$ cat src/rtl/io_undd.sv
// Peripheral side of the in/out handshake: button debounce, switch capture with
// a one-cycle enter pulse, and a held display register for out.
module io_undd #(
    parameter int unsigned SW_WIDTH        = 16,
    parameter int unsigned DATA_WIDTH      = 32,
    parameter int unsigned DEBOUNCE_CYCLES = 1000000,
    parameter bit          SIGN_EXT        = 1'b0
) (
    input  logic                  clk,
    input  logic                  reset,
    input  logic                  botao,
    input  logic [SW_WIDTH-1:0]   chaves,
    input  logic                  aguardando,
    input  logic                  controleOUT,
    input  logic [DATA_WIDTH-1:0] dado_out_cpu,
    output logic                  enter,
    output logic [DATA_WIDTH-1:0] dado_in,
    output logic [DATA_WIDTH-1:0] display,
    output logic                  out_valid,
    output logic                  led_espera
);

    localparam int unsigned CNT_W = $clog2(DEBOUNCE_CYCLES);
    localparam logic [CNT_W-1:0] CNT_LAST = CNT_W'(DEBOUNCE_CYCLES - 1);
    localparam logic [DATA_WIDTH-1:0] HI_MASK = ~DATA_WIDTH'({SW_WIDTH{1'b1}});

    typedef enum logic [1:0] {
        IDLE    = 2'd0,
        ARMED   = 2'd1,
        PULSE   = 2'd2,
        RELEASE = 2'd3
    } state_t;

    state_t                state;
    state_t                state_nxt;
    logic                  capture;
    logic                  botao_meta;
    logic                  botao_sync;
    logic [SW_WIDTH-1:0]   chaves_meta;
    logic [SW_WIDTH-1:0]   chaves_sync;
    logic                  deb;
    logic [CNT_W-1:0]      deb_cnt;
    logic [DATA_WIDTH-1:0] sw_ext;

    // Two-flop synchronisers for the asynchronous button and switches
    always_ff @(posedge clk or negedge reset) begin
        if (!reset) begin
            botao_meta  <= 1'b0;
            botao_sync  <= 1'b0;
            chaves_meta <= '0;
            chaves_sync <= '0;
        end else begin
            botao_meta  <= botao;
            botao_sync  <= botao_meta;
            chaves_meta <= chaves;
            chaves_sync <= chaves_meta;
        end
    end

    // Level changes only after DEBOUNCE_CYCLES consecutive mismatching samples
    always_ff @(posedge clk or negedge reset) begin
        if (!reset) begin
            deb     <= 1'b0;
            deb_cnt <= '0;
        end else if (botao_sync != deb) begin
            if (deb_cnt == CNT_LAST) begin
                deb     <= ~deb;
                deb_cnt <= '0;
            end else begin
                deb_cnt <= deb_cnt + CNT_W'(1);
            end
        end else begin
            deb_cnt <= '0;
        end
    end

    always_comb begin
        sw_ext = DATA_WIDTH'(chaves_sync);
        if (SIGN_EXT && chaves_sync[SW_WIDTH-1]) begin
            sw_ext = sw_ext | HI_MASK;
        end
    end

    always_ff @(posedge clk or negedge reset) begin
        if (!reset) begin
            state <= IDLE;
        end else begin
            state <= state_nxt;
        end
    end

    // Arming only from a released button keeps a held press from counting twice
    always_comb begin
        state_nxt = state;
        capture   = 1'b0;
        case (state)
            IDLE: begin
                if (aguardando && !deb) state_nxt = ARMED;
            end
            ARMED: begin
                if (!aguardando) begin
                    state_nxt = IDLE;
                end else if (deb) begin
                    state_nxt = PULSE;
                    capture   = 1'b1;
                end
            end
            PULSE:   state_nxt = RELEASE;
            RELEASE: begin
                if (!deb) state_nxt = IDLE;
            end
            default: state_nxt = IDLE;
        endcase
    end

    // Moore outputs registered from the next state so they align with the state
    always_ff @(posedge clk or negedge reset) begin
        if (!reset) begin
            enter      <= 1'b0;
            led_espera <= 1'b0;
            dado_in    <= '0;
        end else begin
            enter      <= (state_nxt == PULSE);
            led_espera <= (state_nxt == ARMED);
            if (capture) dado_in <= sw_ext;
        end
    end

    always_ff @(posedge clk or negedge reset) begin
        if (!reset) begin
            display   <= '0;
            out_valid <= 1'b0;
        end else begin
            out_valid <= controleOUT;
            if (controleOUT) display <= dado_out_cpu;
        end
    end

endmodule

$ cat config.mk
export PLATFORM = sky130hd
export DESIGN_NAME = io_undd
export DESIGN_NICKNAME = d
export VERILOG_FILES = /design/src/rtl/io_undd.sv
export SDC_FILE = /design/constraint.sdc
export NUM_CORES = 1
export LEC_CHECK = 0
export BUFFER_PORTS_ARGS = -buffer_cell sky130_fd_sc_hd__buf_2
export CORE_ASPECT_RATIO = 1.25
export CORE_MARGIN = 1
export CORE_UTILIZATION = 50
export DETAILED_ROUTE_END_ITERATION = 8
export GPL_TIMING_DRIVEN = 1
export MAX_ROUTING_LAYER = met4
export PLACE_DENSITY_LB_ADDON = 0.12
export SYNTH_ARGS = -nofsm -noshare
export SYNTH_HDL_FRONTEND = slang
export SYNTH_SLANG_ARGS = --single-unit
$ cat constraint.sdc
create_clock -name clk -period 2.25 [get_ports clk]
set_clock_uncertainty 0.15 [all_clocks]
set_input_delay 0.3375 -clock clk [delete_from_list [all_inputs] [get_ports clk]]
set_output_delay 0.3375 -clock clk [all_outputs]
set_load 0.1 [all_outputs]
==> results of run 1 <==
[logic make-up after synthesis]
group	Yosys count	synth area share, %
adder cells (fa/ha/maj)	1	0.311
flip-flops	108	67.1
AO/OA/AOI/OAI	13	2.21
XOR/XNOR	14	3.04
AND/OR/NAND/NOR	110	13.1
buffers and inverters	30	4.66
multiplexers	34	9.48
other	1	0.0931
[sequential cells by signal, summed over array words and instances (netlist names)]
signal,flops
deb_cnt,20
display,32
led_espera,1
dado_in,16
botao_meta,1
botao_sync,1
chaves_sync,16
enter,1
state,2
chaves_meta,16
out_valid,1
deb,1
[through the flow]
| stage | hold slack, ps | instance area, um2 | worst slack (ps) | utilization [%] |
|---|---|---|---|---|
| floorplan | -108 | 4080 | 480 | - |
| global placement | 182 | 4610 | 395 | 59.2 |
| detailed placement | 185 | 4610 | 327 | 59.2 |
| CTS | 26.5 | 5020 | 298 | 64.4 |
| global route | 20.3 | 5020 | 123 | 64.4 |
| finish | 48.3 | 5020 | 296 | 64.4 |
[worst register-to-register path: cells and delay by family (launching register included)]
| family | cells | cell delay [ps] |
|---|---|---|
| flops | 1 | 490 |
| mux | 1 | 370 |
| simple gates | 3 | 850 |
[final cells by class]
| cell class | instances | area share [%] |
|---|---|---|
| multi-input cells | 188 | 23.8 |
| inverters | 3 | 0.224 |
| flip-flops and latches | 108 | 53.8 |
| well taps | 95 | 2.37 |
| repair buffers | 127 | 15.3 |
| clock inverters | 7 | 2.04 |
| clock buffers | 9 | 2.47 |
[cell usage after synthesis, types with 5 or more instances]
cell     number  area [um2]
xor2_1        9        78.8
a21oi_1       6        30.0
nand4_1       8        50.1
nand2_1      56         210
nor2_1       14        52.6
mux2_2       33         372
buf_4        17         128
dfrtp_1     108        2700
xnor2_1       5        43.8
nand3_1       9        45.0
[where the power goes]
part	leakage, nW	switching (mW)	total [mW]	internal (mW)
Sequential	1.35	0.0580	2.11	2.05
Clock	0.113	0.717	1.27	0.555
Combinational	1.01	0.727	0.905	0.178
[worst max-delay path by stage]
stage                            from   to  cells past startpoint
final                     deb_cnt[10]  deb                      4
after global routing       deb_cnt[3]  deb                      4
after CTS                  deb_cnt[2]  deb                      4
after detailed placement   deb_cnt[2]  deb                      4
after global placement     deb_cnt[2]  deb                      4
after floorplan           deb_cnt[10]  deb                      5
[what timing repair did]
action | in CTS | in global routing
hold buffers | 18 | 0
hold endpoints to repair | 62 | 0
gates resized for setup | 0 | 0
[layer usage]
layer / up-vias / GRT usage (%) / share of wire (%)
li1: 1264 / - / -
met1: 1291 / 26.3 / 45
met2: 99 / 29.1 / 48
met3: 7 / 5.63 / 6.4
met4: 0 / 5.67 / 0.89
met5: - / - / 0
==> metrics list, run 1 <==
- Leaving out fill and tap cells, the most frequent cells in the layout are dfrtp_1, buf_2, nand2_1.
- In this run, the number of DRC markers left after iteration 0 of detailed routing was 113.
* Maximum vdd drop: 0.604 mV
- Mean instance size in the synthesized netlist: between 10 and 15 um2
* Worst reg2reg path endpoint: deb
- Count of maximum capacitance violations: 0
- Detail-routed via count per cell: a little under 5
- Horizontal die dimension: approximately 80 um
* RePlAce Congestion: 0.870
- DRC violation count after routing: 0
- The H-tree was split into 3 levels.
- In this design, the largest share of critical-path delay is due to simple AND/OR/NAND/NOR gates.
- Die outline area: ~8400 um2
- Clock transition at the registers of the reported paths: approximately 120 ps
- Post-synth EDFFs: 0
- Fraction of registers with async set or reset after synthesis: 100%
- Post-detail-place hpwl: ~5 mm
* Number of sinks on the clock net: ~110
* Setup Buffers After CTS: 0
- In the synthesized netlist the dominant register cell turns out to be dfrtp_1.
- The total count of max-transition violations in the final report was 0.
* Cell count after synthesis: roughly 310
* Sum of internal, switching and leakage power: about 4.3 mW
* Share of post-route cells with drive strength above 1: about 37%
- Slew at the pin closest to its max-slew limit: between 600 and 700 ps
- Of the available clock period, the critical path in the final layout requires 86.8%.
* Count of synthesis-stage warnings from yosys: 0
* Count of fill cells added during filler insertion: 644
- Number of placement rows: 36
* Unrepaired setup endpoints after global routing: false
- Slew headroom: roughly 60%
* Power per cell area: between 800 and 900 nW/um2
- Slowest cell on the critical path: dfrtp_1
- In the final layout, the multi-input gates occupy about 1200 um2.
- For the worst flop-to-flop path, the logic depth is 4.
- Detailed routing inserted a total of approximately 2,700 vias.
- Static timing analysis puts the maximum clock frequency at just over 0.5 GHz.
* Total of endpoints with negative setup slack in the final report: 0
* Drt pass-1 iters: 4
- The longest clock path from root to sink contains 2 buffers.
* Setup TNS: 0 ps
- Data required time at the worst endpoint: approximately 2400 ps
- The via count of the first global-routing pass was approximately 2,600.
- Path type of the worst min-delay path: input pin to register
* Flops & latches, synth: ~110
- Overall Global Routing Usage: between 10% and 20%
- In the final routed layout, each cell accounts on average for between 10 and 15 um.
- Total leakage power: 2.47 nW
- Placeable Area: between 7000 and 8000 um2
- Die Ht: a little over 100 um
* Most common library cell in the layout ignoring fill and taps: dfrtp_1
- Number of nets in the layout: just under 500
- Crit Path Class: register to register
- The flow ran to the end, and the final reports show no timing, DRC or antenna violations.
- For this block, the routed nets add up to between 7 and 8 mm of wire.
* Largest stage delay on the critical path: approximately 500 ps
* # diodes: 0
* First-pass GRT wire length: around 12 mm
* Placed cell count: around 500
- Arrival @ worst endpoint: between 2000 and 2500 ps
- Buffering stage count on the worst path with inverters included: 0
- Largest net degree at the start of global routing: 48
- The root buffer cell chosen for the clock tree is clkbuf_8.
- Synthesis instantiated 38 different standard cells from the library.
- The final hold violation count came to 0.
* Post-layout min period: about 2000 ps
* Initial antenna violation count: 0
- Slack of the worst reg-to-reg path: about 300 ps
- PortBufs: about 100
* Hold worst-path end: display[26]
- Number of cells traversed by the worst hold path: 2
- Sort of element at the end of the critical path: register
* Hold_sp: dado_out_cpu[26]
- The startpoint identified for the worst register-to-register timing path is deb_cnt[10].
- Across the whole layout, storage elements account for ~2700 um2.
- CTS tree: built
- The signal on the critical path passes through nor4b_1 > nand2_1 > nor3_1 > mux2_2.
* Sequential cell area fraction in the yosys report: between 60% and 70%
- Maximum fanout along the worst path: 8
- The area growth from synthesis to layout is 24.7%.
* Starting density of the core: 51.7%
* Sort of element at the start of the critical path: register
- Congestion Overflow GR: 0
* Filler-free cell count of the finished design: 537
* Antenna Nets Post-Route: 0
* Post-synthesis instance area: 4030 um2
- During I/O placement, the number of pins put on the boundary was 120.
- The later pin in the worst-skew pair is clocked with a latency of 360 ps.
- The number of clock buffers added by TritonCTS is 9.
(Power assumes the default switching activity.)
==> inputs of run 2 (changes only) <==
CORE_UTILIZATION = 46   (was 50)
PLACE_DENSITY = 0.72   (was unset)
PLACE_DENSITY_LB_ADDON = unset   (was 0.12)
SKIP_CTS_REPAIR_TIMING = 1   (was unset)
==> run 2 against run 1 <==
- cell count grew 3.7%
- non-clock buffer count shrank 2
- die area grew 8.5%
- maximum frequency grew 2.2%
- global-route usage shrank 2.0 points
- count of clock-buffer cells in the layout grew 1
- combinational power shrank 0.7%
- critical path type unchanged
- largest power group unchanged
- setup slack gained 42 ps
- cell area shrank 0.32%
- critical path depth is the same
==> metrics list, run 2 (synthesis results as in run 1) <==
- The flow ran to the end, and the final reports show no timing, DRC or antenna violations.
- The sequential share of power was 50.0% (+0.7 points).
* Buffering stage count on the worst path with inverters included: 0 (unchanged)
* Clock tree buffer depth: 2 (unchanged)
- The worst stage delay on the critical path is 440 ps (-50 ps).
* Routed wirelength normalized by instance count: 13.5 um (-0.50%)
- Final worst hold slack: 53.2 ps (+4.98 ps)
- Clk Latency, worst-skew pair: 360 ps (about the same)
- DRC violation count after routing: 0 (unchanged)
* Post-layout min period: 1910 ps (-41.8 ps)
- Largest registers: display: 32 flops, deb_cnt: 20 flops
- Slew headroom: 52.2% (-6.6 points)
- Data required time at the worst endpoint: 2350 ps (about the same)
- Share of post-route cells with drive strength above 1: 36.4% (-0.51 points)
- The detailed-route vias per instance came to 4.85 (-2.2%).
* DRT Wirelength: 7.54 mm (+3.2%)
* PortBufs: 103 (unchanged)
* Final max-slew violation count: 0 (unchanged)
* Total of endpoints with negative setup slack in the final report: 0 (unchanged)
- Cells traversed along the worst timing path: and4_1 > nand2_2 > nor3_1 > mux2_2
* Crit Path Class: register to register
- The number of primary I/O pins was 120 (unchanged).
* Sort of element at the end of the critical path: register
- Clock transition at the registers of the reported paths: 110 ps (about the same)
- Initial antenna violation count: 0 (unchanged)
- H-tree depth: 3 (unchanged)
- CTS tree: built
* Clk Tree Root Cell: clkbuf_8
- Max frequency: 0.523 GHz (+2.2%)
- Slew at the pin closest to its max-slew limit: 716 ps (+99.0 ps)
- Sort of element at the start of the critical path: register
* Congestion Overflow GR: 0 (unchanged)
* Total leakage power: 2.45 nW (-1.0%)
- The wire length of the first global-routing pass was 12.1 mm (+0.47%).
* Total via count after detailed routing: 2,700 (+1.5%)
- The antenna diode instance count is 0 (unchanged).
- The data arrival time at the worst-slack endpoint is 2010 ps (-40 ps).
- Post-detail-place hpwl: 5.11 mm (+4.5%)
- Crit share post-route: 85.0% (-1.9 points)
* Power per cell area: 845 nW/um2 (-1.1%)
- Vias in the first global route: 2,685 (+2.9%)
- The number of max-capacitance violations reported is 0 (unchanged).
- Top reg by flops: display
- In the layout the commonest cells are dfrtp_1, buf_2, nand2_1.
- Maximum vdd drop: 0.551 mV (-8.7%)
- Antenna Nets Post-Route: 0 (unchanged)
* Power share of the combinational group: 21.3% (+0.2 points)
- Switching part of the total power: 34.6% (-0.42 points)
- The count of clock tree sinks was 108 (unchanged).
* Clock network fraction of design power: 28.8% (-0.9 points)
- Setup repair after global routing left no endpoint under its margin.
* Slowest cell on the critical path: dfrtp_1
- Signed area change from the synthesized netlist to the final layout: 24.3%
* Die Ht: 107 um (+4.2%)
* Most common library cell in the layout ignoring fill and taps: dfrtp_1
- The routability congestion estimate is 0.853 (-2.0%).
- The count of standard-cell rows was 37 (+2.8%).
- The first-pass iteration count of the detailed router was 4 (unchanged).
- Max reg flops: 32 (unchanged)
- Maximum fanout along the worst path: 8 (unchanged)
* Largest net degree at the start of global routing: 50 (+4.2%)
- The width of the chip came to 85.7 um (+4.2%).
* Count of final hold-check violations: 0 (unchanged)
- Overall Global Routing Usage: 17.7% (-2.0 points)
- The setup TNS after final layout was 0 ps (unchanged).
- Die outline area: 9140 um2 (+8.5%)
- Number of nets in the layout: 489 (-0.41%)
- The area of the core came to 8380 um2 (+7.5%).
- The number of DRC markers in iteration 0 came to 180 (+59%).
- Number of buffers created by CTS: 9 (unchanged)
- The path class of the tightest hold or removal check is input pin to register.
- Starting density of the core: 48.1% (-3.6 points)
* P_int: 2.77 mW (-0.74%)
- The net switching component of the power came to 1.46 mW (-2.6%).
* Dominant delay contributor by cell family on the critical path: simple AND/OR/NAND/NOR gates
==> run 2: cell count changes in the layout (fill, tap and decap cells not counted) <==
| cell | delta |
|---|---|
| clkinvlp_4 | +1 |
| buf_12 | -1 |
| clkinv_8 | -1 |
| inv_8 | -1 |
| buf_4 | -1 |
| clkbuf_1 | +1 |
==> run 2: layout make-up <==
type                       instances  area (um2)
fill                             696        3370
clock buffer                      10         128
timing repair buffer             125         741
sequential                       108        2700
multi-input combinational        188        1190
inverter                           3        11.3
tap                              117         146
clock inverter                     6        82.6
==> run 2: worst reg2reg max path: cells and delay by family (launching register included) <==
family	cells	cell delay (ps)
DFF	1	440
muxes	1	370
and+or+nand+nor	3	850
==> run 2: path summary, 6_finish.rpt <==
| path | end | start | slack [ps] | depth (start not counted) |
|---|---|---|---|---|
| hold reg to reg | chaves_sync[4] | chaves_meta[4] | 200 | 0 |
| max in group asynchronous | deb_cnt[3] | reset | 930 | 3 |
| setup reg to reg | deb | deb_cnt[2] | 340 | 4 |
| setup / recovery | deb | deb_cnt[2] | 340 | 4 |
| hold / removal | display[5] | dado_out_cpu[5] | 50 | 2 |
| min in group asynchronous | dado_in[10] | reset | 350 | 2 |
==> run 2: metal layers <==
layer	up-vias	GRT usage, %	share of wire [%]
li1	1260	-	-
met1	1321	22.1	43
met2	106	27.6	50
met3	13	4.62	5.1
met4	0	7.26	1.7
met5	-	-	0
==> run 2: power by group through the flow <==
stage	logic [mW]	clock network [mW]	registers [mW]
finish	0.899	1.22	2.11
global route	0.934	1.33	2.13
floorplan	0.249	0	2.62
CTS	0.880	1.25	2.11
global placement	0.870	0	2.14
detailed placement	0.880	0	2.15
==> run 2: metrics by stage <==
step / power [mW] / instances / worst slack [ps] / utilization (%) / area (um2)
floorplan: 2.87 / 326 / 480 / - / 4080
global placement: 3.01 / 523 / 413 / 55.1 / 4610
detailed placement: 3.03 / 523 / 346 / 55.1 / 4610
CTS: 4.24 / 539 / 330 / 57.6 / 4820
global route: 4.40 / 557 / 206 / 59.7 / 5000
finish: 4.23 / 557 / 338 / 59.7 / 5000
==> inputs of run 3 (changes only) <==
ABC_AREA = 1   (was unset)
PLACE_DENSITY = 0.75   (was 0.72)
clock period = 1.7 ns   (was 2.25 ns; I/O delays follow)
==> run 3 against run 2 <==
- wire length up 14%
- setup slack got worse by 260 ps
- clock power is 25% higher
- largest cell class unchanged
==> metrics list, run 3 <==
- Run status: complete, no violations
- The register with the most flip-flops in the final layout is display.
* Sequential cell area fraction in the yosys report: 65.1% (-2.0 points)
- Clk Latency, worst-skew pair: 360 ps (about the same)
- The pin count of the biggest net entering global routing is 54 (+8.0%).
- Synth cell types: 30 (-21%)
- First-pass GRT wire length: 13.0 mm (+7.8%)
- The total count of max-transition violations in the final report was 0 (unchanged).
- Mean instance size in the synthesized netlist: 11.7 um2 (-9.5%)
* Most frequent cell after synthesis: dfrtp_1
- Dominant delay contributor by cell family on the critical path: buffers and inverters
* Antenna Nets Post-Route: 0 (unchanged)
- The count of standard-cell rows is 38 (+2.7%).
- The synthesis warning total came to 0 (unchanged).
* Largest stage delay on the critical path: 450 ps (about the same)
- Data required time at the worst endpoint: 1290 ps (-1060 ps)
- Number of sinks on the clock net: 108 (unchanged)
- Crit share post-route: 95.3%
- Path type of the worst min-delay path: input pin to register
* Cells traversed along the worst timing path: buf_2
- Overall Global Routing Usage: 19.1% (+1.4 points)
- Fraction of registers with async set or reset after synthesis: 100% (unchanged)
* Horizontal die dimension: 86.9 um (+1.5%)
* Most common library cell in the layout ignoring fill and taps: dfrtp_1
* # diodes: 0 (unchanged)
* CTS tree: built
- Unrepaired setup endpoints after global routing: false
- The proportion of layout cells with a drive suffix above 1 is 34.9% (-1.5 points).
* Commonest cells after routing, fill and taps aside: dfrtp_1, buf_2, nand2_1
- Detail-routed via count per cell: 4.59 (-5.2%)
* Flops & latches, synth: 108 (unchanged)
* Number of nets in the layout: 571 (+17%)
* Setup TNS: 0 ps (unchanged)
* Count of final hold-check violations: 0 (unchanged)
- The critical path in this run is classified as register to primary output.
* Max reg flops: 32 (unchanged)
- Number of buffers created by CTS: 9 (unchanged)
- Ranking of synthesized cells by instance count: dfrtp_1, nand2_1, nor2_1, mux2_2, buf_4
- Drt pass-1 iters: 4 (unchanged)
- Total leakage power: 2.71 nW (+11%)
- Die outline area: 9410 um2 (+2.9%)
* Clk Tree Root Cell: clkbuf_8
- Library cell occupying the most area in the post-synthesis netlist: dfrtp_1
* Vias in the first global route: 2,806 (+4.5%)
- The post-synthesis cell count is 354 (+14%).
- The initial standard-cell utilization of the core was 47.7% (-0.38 points).
- The number of buffers added on ports was 103 (unchanged).
- The total detailed-routing wirelength is 8.62 mm (+14%).
- Maximum fanout along the worst path: 2 (-6)
* Post-Place Worst Slack: 180 ps (-165 ps)
- The least setup slack across all paths after layout was 80.1 ps (-258 ps).
* DRC violation count after routing: 0 (unchanged)
- The worst path buffer plus inverter count was 1 (+1).
- RePlAce Congestion: 0.915 (+7.3%)
- The total number of H-tree levels is 3 (unchanged).
* Top Ports: 120 (unchanged)
- The cell area power density is 993 nW/um2 (+18%).
* Count of maximum capacitance violations: 0 (unchanged)
- The final HPWL from detailed placement came to 5.66 mm (+11%).
- Among all flip-flop cells after synthesis, the most frequent one is dfrtp_1.
- STA classifies the critical path startpoint as a register.
* Starting DRT DRC Count: 138 (-23%)
* Total via count after detailed routing: 2,949 (+9.2%)
* Maximum vdd drop: 0.697 mV (+26%)
* Max frequency: 0.617 GHz
- Signed area change from the synthesized netlist to the final layout: 32.4%
- Routed wirelength normalized by instance count: 13.4 um (-0.77%)
- The tightest hold margin is 11.1 ps (-42.1 ps).
- Post-layout min period: around 1600 ps
- The clock edge transition at the registers on the reported setup and hold paths was 100 ps (about the same).
* Slowest cell on the critical path: buf_2
- Share of the core filled with cells in the final layout: 63.1% (+3.4 points)
* Area fraction of the dominant cell type after synthesis: 65.1% (-2.0 points)
- Main area contributors after synthesis: dfrtp_1, mux2_2, nand2_1
- The maximum clock insertion buffer count came to 2 (unchanged).
* Count of fill cells added during filler insertion: 669 (-3.9%)
* Total of endpoints with negative setup slack in the final report: 0 (unchanged)
- The count of flip-flops with a built-in enable after synthesis was 0 (unchanged).
- The vertical die dimension came to 108 um (+1.5%).
- Arrival @ worst endpoint: 1210 ps (-800 ps)
* Initial antenna violation count: 0 (unchanged)
- The leftover overflow at the end of global routing is 0 (unchanged).
- The area of the core is 8700 um2 (+3.8%).
- STA classifies the critical path endpoint as a primary output.
- Post-synthesis instance area: 4150 um2 (+3.0%)
* Largest registers: display: 32 flops, deb_cnt: 20 flops
run 3: cell count changes after synthesis, sizes merged, moves of 4 or more:
cell / change
nor2: +33
nand2: +27
inv: +16
nand3: +6
and4: -4
run 3: worst register-to-register path, cell delays in order, from the launching register on:
cell     delay, ps
dfrtp_1        400
ha_1           220
nand3_2        120
inv_2           80
nand2_1         60
nor2_2          90
nand2_2        120
nand2_4        130
nor2_1          50
run 3: power by group:
part / total [mW] / switching [mW] / internal [mW]
combinational: 1.18 / 0.921 / 0.262
sequential: 2.76 / 0.0622 / 2.69
clock: 1.52 / 0.935 / 0.582
run 3: path summary, 6_finish.rpt:
path	start	endpoint	slack [ps]	cells after the start
worst max-delay path	display[25]	display[25]	80	1
min in group asynchronous	reset	display[18]	190	2
worst max register to register	deb_cnt[0]	deb_cnt[0]	180	8
worst min register to register	chaves_meta[1]	chaves_sync[1]	210	0
max in group asynchronous	reset	dado_in[10]	650	3
worst min-delay path	controleOUT	out_valid	10	1
run 3: layout make-up:
| class | instances | area (um2) | area share, % |
|---|---|---|---|
| multi-input combinational | 220 | 1270 | 23.1 |
| inverter | 19 | 72.6 | 1.32 |
| timing repair buffer | 159 | 1100 | 20.1 |
| tap | 120 | 150 | 2.73 |
| sequential | 108 | 2700 | 49.2 |
| clock buffer | 9 | 124 | 2.26 |
| clock inverter | 7 | 72.6 | 1.32 |
run 3: cell families after synthesis:
kind of cell	after synthesis	share of synthesized area (%)
buffers and inverters	41	5.67
AO/OA/AOI/OAI	6	0.724
flip-flops	108	65.1
multiplexers	32	8.69
XOR/XNOR	11	2.50
AND/OR/NAND/NOR	154	16.9
other	1	0.0904
adder cells (fa/ha/maj)	1	0.302
run 3: metal layers:
layer	GRT usage, %	vias up	routed length, um
met2	29.2	108	4400
met1	23.2	1406	3420
met3	4.50	26	456
met5	-	-	0
met4	10.7	0	348
li1	-	1409	-
run 3: metrics by stage:
step	power [mW]	instance area (um2)	cells
2_1_floorplan	3.68	4210	369
3_5_place_dp	3.89	4790	575
6_report	5.46	5490	642
3_3_place_gp	3.87	4790	575
4_1_cts	5.41	4980	591
5_1_grt	5.67	5490	642
